===== src/rtl/nibble_serial_add_ctrl.sv =====
// Two-requester front end for a shared 4-bit adder slice: wide operands are
// summed one nibble per cycle, LSB first, and returned on a valid/ready port.
module nibble_serial_add_ctrl #(
    parameter  int NIBBLES = 4,
    localparam int W       = 4 * NIBBLES
) (
    input  logic         clk,
    input  logic         rst,
    input  logic         req0_valid,
    input  logic [W-1:0] req0_a,
    input  logic [W-1:0] req0_b,
    input  logic         req0_cin,
    output logic         req0_ready,
    input  logic         req1_valid,
    input  logic [W-1:0] req1_a,
    input  logic [W-1:0] req1_b,
    input  logic         req1_cin,
    output logic         req1_ready,
    output logic         res_valid,
    output logic [W-1:0] res_sum,
    output logic         res_cout,
    output logic         res_id,
    input  logic         res_ready
);

    localparam int KW = $clog2(NIBBLES + 1);

    typedef enum logic [1:0] {IDLE, ADD, DONE} state_t;

    state_t          state_q;
    logic [W-1:0]    a_q, b_q;
    logic            carry_q;
    logic [KW-1:0]   k_q;
    logic [3:0]      nib_a_q, nib_b_q;
    logic            nib_vld_q, nib_last_q;
    logic [W-1:0]    res_sum_q;
    logic            res_cout_q, res_id_q, res_valid_q;
    logic            last_grant_q;

    logic            grant0, grant1;
    logic [4:0]      slice_d;

    always_comb begin
        grant0  = (state_q == IDLE) && req0_valid && (!req1_valid || last_grant_q);
        grant1  = (state_q == IDLE) && req1_valid && (!req0_valid || !last_grant_q);
        slice_d = {1'b0, nib_a_q} + {1'b0, nib_b_q} + {4'b0000, carry_q};
    end

    // Nibbles are staged through nib_*_q one cycle ahead of the slice, so the
    // operand shift and the carry-dependent add never share a cycle.
    always_ff @(posedge clk) begin
        if (rst) begin
            state_q      <= IDLE;
            carry_q      <= 1'b0;
            k_q          <= '0;
            nib_vld_q    <= 1'b0;
            nib_last_q   <= 1'b0;
            res_sum_q    <= '0;
            res_cout_q   <= 1'b0;
            res_id_q     <= 1'b0;
            res_valid_q  <= 1'b0;
            last_grant_q <= 1'b1;
        end else begin
            case (state_q)
                IDLE: begin
                    if (grant0 || grant1) begin
                        a_q          <= grant1 ? req1_a   : req0_a;
                        b_q          <= grant1 ? req1_b   : req0_b;
                        carry_q      <= grant1 ? req1_cin : req0_cin;
                        res_id_q     <= grant1;
                        last_grant_q <= grant1;
                        k_q          <= '0;
                        nib_vld_q    <= 1'b0;
                        nib_last_q   <= 1'b0;
                        state_q      <= ADD;
                    end
                end
                ADD: begin
                    nib_vld_q <= (k_q != KW'(NIBBLES));
                    if (k_q != KW'(NIBBLES)) begin
                        nib_a_q    <= a_q[3:0];
                        nib_b_q    <= b_q[3:0];
                        a_q        <= a_q >> 4;
                        b_q        <= b_q >> 4;
                        nib_last_q <= (k_q == KW'(NIBBLES - 1));
                        k_q        <= k_q + 1'b1;
                    end
                    // The sum shifts in from the top, so after the last nibble
                    // every slot holds its own nibble of the result.
                    if (nib_vld_q) begin
                        res_sum_q <= (res_sum_q >> 4) | (W'(slice_d[3:0]) << (W - 4));
                        carry_q   <= slice_d[4];
                        if (nib_last_q) begin
                            res_cout_q  <= slice_d[4];
                            res_valid_q <= 1'b1;
                            state_q     <= DONE;
                        end
                    end
                end
                DONE: begin
                    if (res_ready) begin
                        res_valid_q <= 1'b0;
                        state_q     <= IDLE;
                    end
                end
                default: state_q <= IDLE;
            endcase
        end
    end

    assign req0_ready = grant0;
    assign req1_ready = grant1;
    assign res_valid  = res_valid_q;
    assign res_sum    = res_sum_q;
    assign res_cout   = res_cout_q;
    assign res_id     = res_id_q;

endmodule


===== config.mk =====
export PLATFORM = sky130hd
export DESIGN_NAME = nibble_serial_add_ctrl
export DESIGN_NICKNAME = d
export VERILOG_FILES = /design/src/rtl/nibble_serial_add_ctrl.sv
export SDC_FILE = /design/constraint.sdc
export NUM_CORES = 1
export LEC_CHECK = 0
export CAP_MARGIN = 25
export CORE_ASPECT_RATIO = 0.6
export CORE_MARGIN = 2
export CORE_UTILIZATION = 40
export DETAILED_ROUTE_END_ITERATION = 16
export PLACE_DENSITY = 0.79
export SKIP_CTS_REPAIR_TIMING = 1
export SLEW_MARGIN = 20
export SYNTH_ARGS = -nofsm -noshare
export SYNTH_HDL_FRONTEND = slang
export SYNTH_SLANG_ARGS = --single-unit

===== constraint.sdc =====
create_clock -name clk -period 7.9 [get_ports clk]
set_input_delay 1.185 -clock clk [delete_from_list [all_inputs] [get_ports clk]]
set_output_delay 1.185 -clock clk [all_outputs]
set_load 0.03 [all_outputs]

==> flow_metrics.py <==
metrics = {
    "setup_path": {
        "critical_path_arrival_ns": 3.80,
        "cp-start-kind": "primary input",
        "worst-path-max-fanout": 34,
        "crit_path_end_kind": "output port",
        "worstPathRequired_ns": 6.71,
        "worst-path-buf-inv": 3,
        "worstSetupPathType": "in -> out",
        "crit_top_cell": "clkdlybuf4s50_1",
        "cp_slowest_cell": "clkdlybuf4s50_1",
        "crit_chain": "clkdlybuf4s50_1, nand2_1, nand3_2, inv_2, clkdlybuf4s50_1",
        "crit_path_max_incr_delay_ns": 0.78,
        "critPathTopFamily": "buffers and inverters",
    },
    "route": {
        "drt_wl_total_mm": 6.93,
        "vias_per_cell": 4.97,
        "drt-initial-drc-count": 136,
        "routedWlPerCell_microns": 13.2,
        "drtPass1Iterations": 4,
        "drcViolationCount": 0,
        "ant_nets": 0,
        "vias": 2614,
    },
    "status": {
        "status": "complete, no violations",
    },
    "layout": {
        "seqCellArea_sq_mm": 0.00176,
        "diodes": 0,
        "fin_util_pct": 59.3,
        "num-fill-cells": 630,
        "layout-drive-gt1-share_pct": 5.92,
        "multiInputGateArea_sq_mm": 0.00118,
        "nNetsFinal": 496,
        "area_growth_pct": 42.6,
    },
    "clocking": {
        "clk_pin_slew_ns": 0.05,
        "cts_tree": "yes",
        "cts_sinks": 68,
        "clock_latency_ns": 0.33,
        "cts_buffers": 9,
        "cts_htree_levels": 3,
        "ctsLongestPathBuffers": 2,
        "clock-root-buffer": "clkbuf_16",
    },
    "logic_synthesis": {
        "synth_top_area_share_pct": 39.4,
        "yosys_warnings": 0,
        "syn_area_sq_mm": 0.00305,
        "async_flop_share_pct": 0,
        "synthTopCellsByArea": "edfxtp_1, dfxtp_1, nand2_1",
        "ys_top_cells_by_count": "nand2_1, nand3_1, edfxtp_1",
        "ys_seq_area_share_pct": 57.8,
        "synth_most_common_cell": "nand2_1",
        "synth_edf_count": 40,
        "synth.distinct_cells": 33,
        "syn_inst": 331,
        "ys.flop_type": "edfxtp_1",
        "yosysTopAreaCell": "edfxtp_1",
        "syn_nets": 410,
        "avgSynthCellArea_sq_um": 9.20,
        "synth-seq-cells": 68,
    },
    "timing": {
        "setup_violations": 0,
        "relSlewSlack_pct": 33.7,
        "finClkSkew_ns": 0.00404,
        "fmaxAchievable_mhz": 200,
        "final.setup.tns_ns": 0,
        "fin_crit_sh_pct": 63.2,
        "rsz0062_at_grt": "false",
        "worst_slew_pin_slew_ns": 0.995,
        "slew_viol_final": 0,
        "hold_viol": 0,
        "period_minus_slack_ns": 4.99,
    },
    "pwr": {
        "leakagePower_nw": 1.61,
        "peakVddDrop_v": 0.000128,
        "p_per_area_mw_per_mm2": 218,
        "power_mw": 0.947,
    },
    "floorplanning": {
        "start_util_pct": 41.6,
        "die_area_sq_mm": 0.00835,
        "rows": 24,
        "die_w_microns": 117,
        "die_y_microns": 71.6,
        "core-area_sq_mm": 0.00733,
        "io_pins": 92,
    },
    "global_routing": {
        "grt_max_degree": 37,
        "grt_overflow_total": 0,
        "grt_first_pass_wirelength_mm": 11.6,
        "grtUsageTotal_pct": 18.3,
        "grt_pass1_vias": 2619,
        "antenna_found_initial": 0,
    },
    "place": {
        "port_buffers": 91,
        "place_hpwl_mm": 5.00,
        "gp_congestion": 0.800,
    },
    "min_path": {
        "hold_class": "reg -> reg",
    },
    "flow_run": {
        "cap_violations": 0,
    },
}
layout make-up:
cell class	instances	area share (%)
Clock inverter	2	0.259
Tap cell	104	3.00
Clock buffer	14	6.91
Sequential cell	68	40.6
Inverter	7	0.605
Multi-Input combinational cell	237	27.2
Timing Repair Buffer	94	21.5
path summary, 6_finish.rpt:
check	start	to	slack, ns	depth (start not counted)
setup / recovery	req0_valid	req1_ready	2.91	5
hold reg to reg	b_q[1]	nib_b_q[1]	0.42	0
hold / removal	b_q[1]	nib_b_q[1]	0.42	0
setup reg to reg	state_q[1]	carry_q	5.36	5
metrics by stage:
step	std cells	hold slack, ns	setup WS, ns	area [sq um]
floorplan	331	0.400	4.49	3050
global placement	510	0.404	2.97	4030
detailed placement	510	0.406	2.88	4030
CTS	526	0.423	2.89	4340
global route	526	0.429	2.70	4340
finish	526	0.419	2.91	4340
layout by cell type (no fill, tap or decap), types with 2 or more instances in the layout:
cell type,instances
buf_4,3
nand2b_1,3
o21ai_0,3
inv_1,6
nand2_1,102
ha_1,6
nand3_1,55
a21oi_1,37
nor2_1,10
dfxtp_1,28
clkdlybuf4s50_1,91
clkbuf_16,11
fa_1,2
edfxtp_1,40
layer usage:
| layer | GRT usage [%] | up-vias | wire length, microns |
|---|---|---|---|
| met5 | 0 | - | 0 |
| met4 | 5.62 | 0 | 98 |
| met3 | 7.61 | 10 | 498 |
| met2 | 28.4 | 92 | 3130 |
| met1 | 23.6 | 1204 | 3200 |
| li1 | - | 1308 | - |
cells by family (layout without fill, tap and decap cells):
family	count (synthesis)	in the layout	synth area share [%]
adder cells (fa/ha/maj)	8	8	3.78
XOR/XNOR	1	1	0.288
AND/OR/NAND/NOR	182	182	26.3
buffers and inverters	26	117	3.82
AO/OA/AOI/OAI	45	45	7.60
multiplexers	1	1	0.329
flip-flops	68	68	57.8
worst register-to-register path: cells and delay by family (launching register included):
kind                   cells  cell delay (ns)
DFF                        1             0.37
buffers and inverters      1             0.70
and+or+nand+nor            3             1.15
AOI/OAI and AO/OA          1             0.23
registers in the layout (all words and copies together), names as in the netlist:
name          flops
a_q              16
b_q              16
res_sum          16
nib_a_q           4
state_q           2
nib_b_q           4
k_q               3
res_id            1
carry_q           1
res_cout          1
last_grant_q      1
nib_last_q        1
res_valid         1
nib_vld_q         1
power breakdown:
part	switching (mW)	internal (mW)
Combinational	0.0680	0.0605
Sequential	0.00870	0.408
Clock	0.140	0.262
No activity file was read; power rests on OpenSTA's default activity.
